File: src/rtl/reset_release_sequencer.sv
// Releases per-subsystem resets one stage at a time once the upstream timer permits it.
// Each stage must report init-done within TIMEOUT ungated cycles before the next stage is released.
module reset_release_sequencer #(
  parameter int NUM_STAGES = 4,
  parameter int TIMEOUT    = 16,
  parameter int GAP        = 2,
  localparam int SW        = (NUM_STAGES > 1) ? $clog2(NUM_STAGES) : 1
) (
  input  logic                  clk,
  input  logic                  reset,
  input  logic                  release_reset_i,
  input  logic                  gate_clk_i,
  input  logic [NUM_STAGES-1:0] done_i,
  output logic [NUM_STAGES-1:0] subsys_rst_o,
  output logic                  clk_en_o,
  output logic                  seq_done_o,
  output logic                  timeout_err_o,
  output logic [SW-1:0]         err_stage_o
);

  localparam int TMAX = (TIMEOUT > GAP) ? TIMEOUT : GAP;
  localparam int TW   = $clog2(TMAX) + 1;

  localparam logic [TW-1:0] TMO_LAST   = TW'(TIMEOUT - 1);
  localparam logic [TW-1:0] GAP_LAST   = TW'(GAP - 1);
  localparam logic [SW-1:0] LAST_STAGE = SW'(NUM_STAGES - 1);

  typedef enum logic [2:0] {
    S_IDLE,
    S_WAIT_DONE,
    S_GAP,
    S_DONE,
    S_ERROR
  } state_e;

  state_e                  state_q, state_d;
  logic [SW-1:0]           stage_q, stage_d;
  logic [TW-1:0]           timer_q, timer_d;
  logic [NUM_STAGES-1:0]   subsys_rst_q, subsys_rst_d;
  logic                    clk_en_q, clk_en_d;
  logic                    seq_done_q, seq_done_d;
  logic                    timeout_err_q, timeout_err_d;
  logic [SW-1:0]           err_stage_q, err_stage_d;
  logic [SW-1:0]           stage_inc;

  assign stage_inc = stage_q + SW'(1);

  always_comb begin
    state_d       = state_q;
    stage_d       = stage_q;
    timer_d       = timer_q;
    subsys_rst_d  = subsys_rst_q;
    seq_done_d    = seq_done_q;
    timeout_err_d = timeout_err_q;
    err_stage_d   = err_stage_q;
    clk_en_d      = release_reset_i & ~gate_clk_i;

    // Losing release permission outside IDLE unwinds the whole sequence, including a latched error.
    if ((state_q != S_IDLE) && !release_reset_i) begin
      state_d       = S_IDLE;
      stage_d       = '0;
      timer_d       = '0;
      subsys_rst_d  = '1;
      seq_done_d    = 1'b0;
      timeout_err_d = 1'b0;
      err_stage_d   = '0;
    end else begin
      case (state_q)
        S_IDLE: begin
          if (release_reset_i && !gate_clk_i) begin
            state_d         = S_WAIT_DONE;
            stage_d         = '0;
            timer_d         = '0;
            subsys_rst_d    = '1;
            subsys_rst_d[0] = 1'b0;
          end
        end

        S_WAIT_DONE: begin
          if (!gate_clk_i) begin
            if (done_i[stage_q]) begin
              if (stage_q == LAST_STAGE) begin
                state_d      = S_DONE;
                subsys_rst_d = '0;
                seq_done_d   = 1'b1;
              end else begin
                state_d = S_GAP;
                timer_d = '0;
              end
            end else if (timer_q == TMO_LAST) begin
              state_d       = S_ERROR;
              subsys_rst_d  = '1;
              timeout_err_d = 1'b1;
              err_stage_d   = stage_q;
            end else begin
              timer_d = timer_q + TW'(1);
            end
          end
        end

        S_GAP: begin
          if (!gate_clk_i) begin
            if (timer_q == GAP_LAST) begin
              state_d                 = S_WAIT_DONE;
              stage_d                 = stage_inc;
              timer_d                 = '0;
              subsys_rst_d[stage_inc] = 1'b0;
            end else begin
              timer_d = timer_q + TW'(1);
            end
          end
        end

        S_DONE, S_ERROR: begin
        end

        default: begin
          state_d      = S_IDLE;
          stage_d      = '0;
          timer_d      = '0;
          subsys_rst_d = '1;
        end
      endcase
    end
  end

  always_ff @(posedge clk) begin
    if (reset) begin
      state_q       <= S_IDLE;
      stage_q       <= '0;
      timer_q       <= '0;
      subsys_rst_q  <= '1;
      clk_en_q      <= 1'b0;
      seq_done_q    <= 1'b0;
      timeout_err_q <= 1'b0;
      err_stage_q   <= '0;
    end else begin
      state_q       <= state_d;
      stage_q       <= stage_d;
      timer_q       <= timer_d;
      subsys_rst_q  <= subsys_rst_d;
      clk_en_q      <= clk_en_d;
      seq_done_q    <= seq_done_d;
      timeout_err_q <= timeout_err_d;
      err_stage_q   <= err_stage_d;
    end
  end

  assign subsys_rst_o  = subsys_rst_q;
  assign clk_en_o      = clk_en_q;
  assign seq_done_o    = seq_done_q;
  assign timeout_err_o = timeout_err_q;
  assign err_stage_o   = err_stage_q;

endmodule

File: config.mk
export PLATFORM = sky130hd
export DESIGN_NAME = reset_release_sequencer
export DESIGN_NICKNAME = d
export VERILOG_FILES = /design/src/rtl/reset_release_sequencer.sv
export SDC_FILE = /design/constraint.sdc
export NUM_CORES = 1
export LEC_CHECK = 0
export ABC_CLOCK_PERIOD_IN_PS = 3400
export CAP_MARGIN = 10
export CORE_UTILIZATION = 35
export DETAILED_ROUTE_END_ITERATION = 8
export GPL_TIMING_DRIVEN = 0
export PLACE_DENSITY = 0.52
export SLEW_MARGIN = 20
export SYNTH_ARGS = -nofsm -noshare
export SYNTH_HDL_FRONTEND = slang
export SYNTH_SLANG_ARGS = --single-unit
File: constraint.sdc
create_clock -name clk -period 3.4 [get_ports clk]
set_input_delay 0.68 -clock clk [delete_from_list [all_inputs] [get_ports clk]]
set_output_delay 0.68 -clock clk [all_outputs]
set_load 0.05 [all_outputs]
==> impl_metrics.py, run 1 <==
metrics = {
    "drt": {
        "avgViaCountPerCell": 5.25,
        "drtPass1Iterations": 4,
        "vias": 1045,
        "postRouteAntennaNets": 0,
        "routedWlPerCell_um": 13.6,
        "drc_errors": 0,
        "routed_wl_mm": 2.71,
        "drt_iter0_markers": 51,
    },
    "timing": {
        "max_freq_mhz": 442,
        "setup_violations": 0,
        "drv_slew": 0,
        "final-hold-violation-count": 0,
        "fin_setup_tns_ns": 0,
        "fin_crit_ns": 2.26,
        "finalClockSkew_ns": 0.00616,
        "post-route-period-util": 0.665,
        "rsz0062_at_grt": "false",
        "slew_headroom": 0.470,
        "tightest_slew_ns": 0.792,
    },
    "run_status": {
        "status": "finished, final reports clean",
    },
    "power_and_ir_drop": {
        "peakVddDrop_uv": 115,
        "power.density_mw_per_mm2": 332,
        "finalPower_mw": 0.471,
        "pwr-share-seq": 0.501,
        "combPwrFrac": 0.242,
        "p_clk_frac": 0.257,
        "power.internal_mw": 0.321,
        "switching_share": 0.319,
        "p_sw_mw": 0.150,
        "leakage_nw": 0.495,
    },
    "hold_path": {
        "hold_path.startpoint": "timeout_err_o",
        "hold_end": "timeout_err_o",
        "holdPathStages": 2,
        "min_path_type": "reg -> reg",
    },
    "grt": {
        "grt_util_all_layers": 0.176,
        "grt_pass1_vias": 1031,
        "grt.overflow.total": 0,
        "grt_pass1_wl_mm": 4.73,
        "grt_max_degree": 11,
        "antenna_found_initial": 0,
    },
    "yosys": {
        "yosysMostFrequentCell": "dfxtp_1",
        "synth_fp_nets": 150,
        "synth-seq-cells": 19,
        "synth.distinct_cells": 44,
        "synth_edf_count": 0,
        "synthFlopType": "dfxtp_1",
        "synth_top_area_share": 0.323,
        "yosys-top-cells-area": "dfxtp_1 (32%), ha_1 (7.4%), nor2_1 (5.7%), mux2i_1 (5.1%), o31ai_1 (3.8%)",
        "synthArstFlopShare": 0,
        "syn_inst": 135,
        "yosysWarnings": 0,
        "synth_top_cells_by_count": "dfxtp_1 (19), nor2_1 (18)",
        "synth_area_sq_mm": 0.00118,
        "avgSynthCellArea_sq_um": 8.73,
        "yosys.area.top_type": "dfxtp_1",
        "yosysSeqAreaShare": 0.323,
    },
    "critical_path": {
        "critPathLaunchType": "primary input",
        "r2r_cells": 7,
        "r2r-start": "timer_q[0]",
        "worstPathRequired_ns": 3.61,
        "slowest_delay_ns": 0.58,
        "crit_fanout": 8,
        "worst_path_max_delay_cell": "mux4_2",
        "cp-end-kind": "flop",
        "timing.rr.end": "timer_q[0]",
        "reg2reg_setup_slack_ns": 1.26,
        "crit_type": "in -> reg",
        "crit_chain": "clkdlybuf4s50_1, mux4_2, or3_1, nand3_1, a2111oi_0, a31o_2",
        "cp.arrival_ns": 2.48,
    },
    "clocking": {
        "clockBufferDepth": 2,
        "clk_latency_ns": 0.30,
        "cts-resized-gates": 0,
        "clk_pin_slew_ns": 0.12,
        "post-cts-setup-buffers": 0,
        "cts_root_buf": "clkbuf_4",
        "ctsHtreeMaxLevel": 1,
        "cts_hold_buf": 0,
        "cts.sinks": 19,
        "tritoncts": "yes",
        "numCtsBuffers": 3,
    },
    "floorplanning": {
        "fp.coreArea_sq_mm": 0.00313,
        "initial_utilization": 0.377,
        "row_count": 20,
        "die_w_um": 60.0,
        "die_h_um": 60.0,
        "ioPinCount": 17,
        "dieArea_sq_mm": 0.00360,
    },
    "place": {
        "gp_congestion": 0.870,
        "detailed_place_hpwl_mm": 1.98,
        "io_buffers": 16,
    },
    "finish": {
        "syn_to_final_growth_pct": 20.5,
        "drive_above_1_share": 0.103,
        "nNetsFinal": 171,
        "diodes": 0,
    },
    "run": {
        "maxCapViolCount": 0,
    },
}
[cell families after synthesis]
| family | after synthesis | synth area share |
|---|---|---|
| compound gates | 29 | 0.195 |
| fa+ha+maj | 7 | 0.0743 |
| buf+inv | 12 | 0.0393 |
| flops | 19 | 0.323 |
| mux | 8 | 0.0796 |
| simple gates | 60 | 0.289 |
[worst max path at each step]
stage                    from             end  cells past startpoint
floorplan           done_i[3]      state_q[0]                      5
global route        done_i[3]  err_stage_o[1]                      5
global placement    done_i[3]      state_q[0]                      6
finish              done_i[2]      state_q[0]                      6
CTS                 done_i[2]      state_q[0]                      6
detailed placement  done_i[2]      state_q[0]                      6
[state kept, by name, summed over array words and instances (netlist names)]
register and count:
seq_done_o 1, timer_q 5, timeout_err_o 1, state_q 3, stage_q 2, clk_en_o 1, subsys_rst_o 4, err_stage_o 2
[through the flow]
step / instances / setup slack, ns / hold WS [ns] / util / cell area [sq um]
2_1_floorplan: 135 / 1.36 / 0.464 / - / 1180
3_3_place_gp: 195 / 0.810 / 0.432 / 0.446 / 1390
3_5_place_dp: 195 / 0.823 / 0.443 / 0.446 / 1390
4_1_cts: 199 / 1.14 / 0.460 / 0.454 / 1420
5_1_grt: 199 / 1.04 / 0.478 / 0.454 / 1420
6_report: 199 / 1.14 / 0.453 / 0.454 / 1420
[power groups by stage]
| stage | Clock [mW] | Combinational (mW) | Sequential (mW) |
|---|---|---|---|
| floorplan | 0 | 0.0603 | 0.259 |
| global placement | 0 | 0.114 | 0.242 |
| detailed placement | 0 | 0.114 | 0.241 |
| CTS | 0.125 | 0.114 | 0.236 |
| global route | 0.134 | 0.126 | 0.238 |
| finish | 0.121 | 0.114 | 0.236 |
[critical path, delay by kind of cell]
kind | cells | cell delay [ns]
buffers and inverters | 1 | 0.43
AOI/OAI and AO/OA | 2 | 0.30
muxes | 1 | 0.58
and+or+nand+nor | 2 | 0.48
[layer usage]
layer	track usage	share of wire	vias up
met5	0	0	-
li1	-	-	534
met3	0.0325	0.039	4
met1	0.233	0.50	483
met4	0.0698	0.010	0
met2	0.281	0.45	24
[layout by cell type (no fill, tap or decap), types with 2 or more instances in the layout]
master and n:
a21oi_1 3, o21ai_0 3, nand2b_1 7, clkdlybuf4s50_1 16, inv_1 7, clkbuf_4 3
o31ai_1 6, nand3b_1 2, nand2_1 4, dfxtp_1 19, nand3_1 7, a31oi_1 2
ha_1 7, mux2i_1 6, o22ai_1 3, clkbuf_1 5, nor2b_1 4, nor2_1 18
nand4b_1 2, or3_1 3, nor3_1 2, nor3b_1 2
[cell type report]
type	instances	area, sq um
flip-flops and latches	19	380
plain buffers	5	20.0
inverters	7	26.3
clock buffers	4	26.3
multi-input cells	104	752
repair buffers	16	160
fillers	316	1710
well taps	44	55.1
(Power assumes the default switching activity.)
==> inputs of run 2 (changes only) <==
--- a/config.mk
+++ b/config.mk
@@ -5,12 +5,12 @@
 export SDC_FILE = /design/constraint.sdc
 export NUM_CORES = 1
 export LEC_CHECK = 0
-export ABC_CLOCK_PERIOD_IN_PS = 3400
+export ABC_CLOCK_PERIOD_IN_PS = 2000
 export CAP_MARGIN = 10
 export CORE_UTILIZATION = 35
 export DETAILED_ROUTE_END_ITERATION = 8
 export GPL_TIMING_DRIVEN = 0
-export PLACE_DENSITY = 0.52
+export PLACE_DENSITY = 0.54
 export SLEW_MARGIN = 20
 export SYNTH_ARGS = -nofsm -noshare
 export SYNTH_HDL_FRONTEND = slang
==> constraint.sdc (replaced) <==
create_clock -name clk -period 2 [get_ports clk]
set_input_delay 0.4 -clock clk [delete_from_list [all_inputs] [get_ports clk]]
set_output_delay 0.4 -clock clk [all_outputs]
set_load 0.05 [all_outputs]
==> impl_metrics.py, run 2 (synthesis gave the netlist of run 1 again) <==
metrics = {
    "critical_path": {
        "r2r-start": "timer_q[0]",
        "worstPathRequired_ns": 2.22,
        "cp-end-kind": "flop",
        "cp.arrival_ns": 2.19,
        "timing.rr.end": "timer_q[0]",
        "critPathLaunchType": "primary input",
        "r2r_cells": 8,
        "reg2reg_setup_slack_ns": 0.05,
        "crit_type": "in -> reg",
        "crit_fanout": 8,
    },
    "timing": {
        "tightest_slew_ns": 0.570,
        "slew_headroom": 0.618,
        "setup_violations": 0,
        "fin_crit_ns": 1.96,
        "finalClockSkew_ns": 0.00534,
        "hold_ws_ns": 0.457,
        "final-hold-violation-count": 0,
        "fin_setup_tns_ns": 0,
        "rsz0062_at_grt": "true",
        "post-route-period-util": 0.982,
        "drv_slew": 0,
        "max_freq_mhz": 509,
    },
    "drt": {
        "routed_wl_mm": 2.77,
        "vias": 1077,
        "drc_errors": 0,
        "routedWlPerCell_um": 13.7,
        "postRouteAntennaNets": 0,
        "drt_iter0_markers": 41,
        "drtPass1Iterations": 5,
        "avgViaCountPerCell": 5.33,
    },
    "grt": {
        "grt_pass1_wl_mm": 4.37,
        "grt_pass1_vias": 957,
        "grt.overflow.total": 0,
        "antenna_found_initial": 0,
        "grt_util_all_layers": 0.165,
        "grt_max_degree": 12,
    },
    "hold_path": {
        "hold_path.startpoint": "timeout_err_o",
        "holdPathStages": 2,
        "hold_end": "timeout_err_o",
        "min_path_type": "reg -> reg",
    },
    "place": {
        "io_buffers": 16,
        "dp_cells": 195,
        "detailed_place_hpwl_mm": 2.03,
        "gp_congestion": 0.783,
    },
    "floorplanning": {
        "die_h_um": 60.0,
        "dieArea_sq_mm": 0.00360,
        "ioPinCount": 17,
        "die_w_um": 60.0,
        "fp.coreArea_sq_mm": 0.00313,
        "row_count": 20,
        "initial_utilization": 0.377,
    },
    "power_and_ir_drop": {
        "power.density_mw_per_mm2": 546,
        "leakage_nw": 0.521,
        "peakVddDrop_uv": 211,
    },
    "finish": {
        "final_cell_mix": "nor2_1 (17), dfxtp_1 (16), clkdlybuf4s50_1 (16), nand2b_1 (7), nand3_1 (7)",
        "fin_cells": 202,
        "layout_commonest_cell": "nor2_1",
        "utilization": 0.479,
        "top_register": "timer_q",
        "nNetsFinal": 174,
        "largest_register_ffs": 5,
        "diodes": 0,
        "drive_above_1_share": 0.190,
        "syn_to_final_growth_pct": 27.2,
    },
    "run_status": {
        "status": "finished, final reports clean",
    },
    "clocking": {
        "cts_root_buf": "clkbuf_4",
        "numCtsBuffers": 3,
        "clockBufferDepth": 2,
        "clk_pin_slew_ns": 0.13,
        "ctsHtreeMaxLevel": 1,
        "tritoncts": "yes",
        "cts_hold_buf": 0,
        "clk_latency_ns": 0.31,
        "cts.sinks": 19,
    },
    "run": {
        "maxCapViolCount": 0,
    },
}
## run 2: changes by cell type in the layout (fill, tap and decap cells not counted), sizes merged
cell,previous run,this run
buf,1,4
clkbuf,8,7
clkinv,0,1
## run 2: area by class of cell
cell class | count | area, sq um
inverters | 7 | 26.3
flip-flops and latches | 19 | 387
fillers | 317 | 1630
repair buffers | 19 | 186
clock inverters | 1 | 5.00
well taps | 44 | 55.1
multi-input cells | 104 | 796
plain buffers | 5 | 21.3
clock buffers | 3 | 22.5
## run 2: timing repair
| action | 4_1_cts | 5_1_grt |
|---|---|---|
| setup buffers | 1 | 2 |
| endpoints found under the setup margin | 11 | 8 |
| cloned | 0 | 0 |
| resized for setup | 8 | 9 |
| pin swaps | 1 | 4 |
## run 2: stage by stage
stage / setup slack (ns) / power (mW) / instance area, sq um
floorplan: 0.0446 / 0.544 / 1180
global placement: -0.304 / 0.603 / 1390
detailed placement: -0.296 / 0.604 / 1390
CTS: 0.00686 / 0.822 / 1460
global route: -0.00779 / 0.865 / 1500
finish: 0.0357 / 0.819 / 1500
## run 2: how the worst max path moves through the flow
stage | start | to | slack (ns) | cells past startpoint
2_1_floorplan | timer_q[0] | timer_q[0] | 0.04 | 7
5_1_grt | done_i[0] | subsys_rst_o[3] | -0.008 | 5
3_3_place_gp | done_i[0] | state_q[0] | -0.30 | 6
3_5_place_dp | done_i[3] | state_q[0] | -0.30 | 6
6_report | done_i[0] | state_q[0] | 0.04 | 6
4_1_cts | timer_q[0] | timer_q[0] | 0.007 | 8
## run 2: per-layer routing
| metal | vias to the layer above | part of all wire | track usage |
|---|---|---|---|
| li1 | 539 | - | - |
| met1 | 505 | 0.46 | 0.221 |
| met2 | 28 | 0.48 | 0.267 |
| met3 | 5 | 0.044 | 0.0260 |
| met4 | 0 | 0.013 | 0.0598 |
| met5 | - | 0 | 0 |
## run 2: worst max-delay path, stage by stage
cell and delay [ns]:
clkdlybuf4s50_1 0.43, mux4_2 0.57, or3_1 0.37, nand3_1 0.11, a2111oi_0 0.07, a31o_2 0.23
## run 2: power breakdown
group	total, mW	internal, mW	switching (mW)
clock network	0.214	0.0747	0.140
logic	0.204	0.0832	0.121
registers	0.401	0.391	0.00993
total	0.819	0.549	0.270
==> inputs of run 3 (changes only) <==
--- a/config.mk
+++ b/config.mk
@@ -5,6 +5,7 @@
 export SDC_FILE = /design/constraint.sdc
 export NUM_CORES = 1
 export LEC_CHECK = 0
+export ABC_AREA = 1
 export ABC_CLOCK_PERIOD_IN_PS = 2000
 export CAP_MARGIN = 10
 export CORE_UTILIZATION = 35
==> impl_metrics.py, run 3 <==
metrics = {
    "timing": {
        "max_freq_mhz": 531,
        "hold_ws_ns": 0.454,
        "drv_slew": 0,
        "rsz0062_at_grt": "false",
        "fin_crit_ns": 1.88,
        "final-hold-violation-count": 0,
        "slew_headroom": 0.656,
        "tightest_slew_ns": 0.517,
        "finalClockSkew_ns": 0.00249,
        "setup_violations": 0,
        "post-route-period-util": 0.942,
        "fin_setup_tns_ns": 0,
    },
    "clocking": {
        "cts_hold_buf": 0,
        "tritoncts": "yes",
        "ctsHtreeMaxLevel": 1,
        "numCtsBuffers": 3,
        "post-cts-setup-buffers": 0,
        "cts_root_buf": "clkbuf_4",
        "cts-resized-gates": 0,
        "clockBufferDepth": 2,
        "cts.sinks": 19,
        "clk_latency_ns": 0.30,
        "clk_pin_slew_ns": 0.12,
    },
    "yosys": {
        "yosysWarnings": 0,
        "yosys.area.top_type": "dfxtp_1",
        "yosysSeqAreaShare": 0.298,
        "synth_edf_count": 0,
        "avgSynthCellArea_sq_um": 6.61,
        "synth_top_cells_by_count": "nand2_1 (43), nand3_1 (35), inv_1 (21)",
        "synth-seq-cells": 19,
        "synth.distinct_cells": 21,
        "synthMuxAreaShare": 0,
        "synth-compound-area-share": 0.0853,
        "synthArstFlopShare": 0,
        "synth_area_sq_mm": 0.00128,
        "synth-xor-area-share": 0.00686,
        "synth_fa_ha_area_frac": 0.0686,
        "syn_inst": 193,
        "synthFlopType": "dfxtp_1",
        "synth_top_area_share": 0.298,
        "synth-simple-area-share": 0.446,
        "yosys-top-cells-area": "dfxtp_1 (30%), nand3_1 (14%), nand2_1 (13%), ha_1 (6.9%), a21oi_1 (6.3%)",
        "yosysMostFrequentCell": "nand2_1",
        "synth_top_family_by_area": "simple AND/OR/NAND/NOR gates",
        "synth_fp_nets": 208,
    },
    "drt": {
        "drc_errors": 0,
        "drt_iter0_markers": 93,
        "drtPass1Iterations": 5,
        "vias": 1273,
        "routed_wl_mm": 2.99,
        "avgViaCountPerCell": 4.88,
        "postRouteAntennaNets": 0,
        "routedWlPerCell_um": 11.4,
    },
    "critical_path": {
        "cp-startpoint": "subsys_rst_o[0]",
        "r2r-start": "timer_q[0]",
        "cp.arrival_ns": 1.48,
        "crit_buf_inv": 1,
        "crit_fanout": 3,
        "timing.rr.end": "err_stage_o[1]",
        "crit_type": "reg -> out",
        "cp-end-kind": "output port",
        "worst_path_max_delay_cell": "clkdlybuf4s50_1",
        "crit_chain": "clkdlybuf4s50_1",
        "cpLargestDelayFamily": "buffers and inverters",
        "crit_cells": 1,
        "reg2reg_setup_slack_ns": 0.20,
        "slowest_delay_ns": 0.81,
        "r2r_cells": 7,
        "worstPathRequired_ns": 1.60,
        "crit_path_end": "subsys_rst_o[0]",
        "critPathLaunchType": "flop",
    },
    "floorplanning": {
        "ioPinCount": 17,
        "die_w_um": 62.4,
        "fp.coreArea_sq_mm": 0.00342,
        "die_h_um": 62.4,
        "row_count": 21,
        "dieArea_sq_mm": 0.00389,
        "initial_utilization": 0.374,
    },
    "power_and_ir_drop": {
        "finalPower_mw": 1.43,
        "leakage_nw": 0.708,
        "peakVddDrop_uv": 259,
        "power.density_mw_per_mm2": 930,
    },
    "grt": {
        "grt_util_all_layers": 0.162,
        "antenna_found_initial": 0,
        "met1_usage": 0.192,
        "use_met3": 0.0219,
        "grt_pass1_vias": 1200,
        "gr-usage-met2": 0.294,
        "grt_max_degree": 12,
        "grt.overflow.total": 0,
        "busiest_layer": "met2",
        "grt_pass1_wl_mm": 5.09,
    },
    "hold_path": {
        "holdPathStages": 2,
        "min_path_type": "reg -> reg",
    },
    "finish": {
        "diodes": 0,
        "fin_cells": 261,
        "largest_register_ffs": 5,
        "layout_commonest_cell": "nand2_1",
        "top_register": "timer_q",
        "final_cell_mix": "nand2_1 (43), nand3_1 (35), inv_1 (21), nor2_1 (20), dfxtp_1 (19)",
        "syn_to_final_growth_pct": 20.4,
        "nNetsFinal": 231,
        "drive_above_1_share": 0.135,
        "utilization": 0.450,
    },
    "run_status": {
        "status": "finished, final reports clean",
    },
    "place": {
        "io_buffers": 16,
        "gp_congestion": 0.786,
        "detailed_place_hpwl_mm": 2.30,
        "dp_cells": 255,
    },
    "run": {
        "maxCapViolCount": 0,
    },
}
## run 3: cell types whose count changed in the layout (fill, tap and decap cells not counted), sizes merged, moves of 3 or more
cell / before / now
a21oi: 4 / 17
clkbuf: 7 / 3
inv: 7 / 25
mux2i: 6 / 0
nand2: 5 / 50
nand2b: 7 / 0
nand3: 7 / 39
nor2: 18 / 24
nor2b: 4 / 0
o22ai: 3 / 0
o31ai: 7 / 0
or3: 4 / 0
## run 3: how the worst min path moves through the flow
stage | from | endpoint
after floorplan | timer_q[3] | timer_q[3]
after global placement | err_stage_o[0] | err_stage_o[0]
after detailed placement | err_stage_o[0] | err_stage_o[0]
after CTS | err_stage_o[0] | err_stage_o[0]
after global routing | err_stage_o[0] | err_stage_o[0]
final | err_stage_o[0] | err_stage_o[0]
## run 3: layout make-up
class	count	area, sq um
Fill cell	372	1880
Multi-Input combinational cell	146	774
Sequential cell	19	380
Timing Repair Buffer	18	175
Inverter	25	93.8
Tap cell	46	57.6
Buffer	3	27.5
Clock buffer	3	22.5
Clock inverter	1	5.00
## run 3: tightest hold or removal path: cells and delay by family, from the launching register on
| family | cells | cell delay (ns) |
|---|---|---|
| AO/OA/AOI/OAI | 1 | 0.05 |
| flip-flops | 1 | 0.33 |
| buffers and inverters | 1 | 0.04 |
## run 3: cells by family (layout without fill, tap and decap cells)
kind of cell,count (synthesis),in the layout
and+or+nand+nor,117,117
buffers and inverters,28,50
AOI/OAI and AO/OA,21,21
DFF,19,19
adders and majority gates,7,7
xor gates and xnor gates,1,1
## run 3: where the power goes
| group | switching, mW | leakage (nW) | internal (mW) |
|---|---|---|---|
| combinational | 0.508 | 0.536 | 0.249 |
| sequential | 0.0465 | 0.155 | 0.423 |
| clock | 0.129 | 0.0177 | 0.0744 |
## run 3: routing by layer
layer | vias to the layer above | wire, um | share of wire
met3 | 6 | 114 | 0.038
met4 | 0 | 37 | 0.012
met5 | - | 0 | 0
li1 | 668 | - | -
met1 | 574 | 1320 | 0.44
met2 | 25 | 1520 | 0.51
## run 3: stage by stage
stage | setup slack, ns | instance area, sq um
floorplan | 0.510 | 1280
global placement | 0.0398 | 1490
detailed placement | 0.0335 | 1490
CTS | 0.0989 | 1520
global route | 0.0291 | 1540
finish | 0.116 | 1540
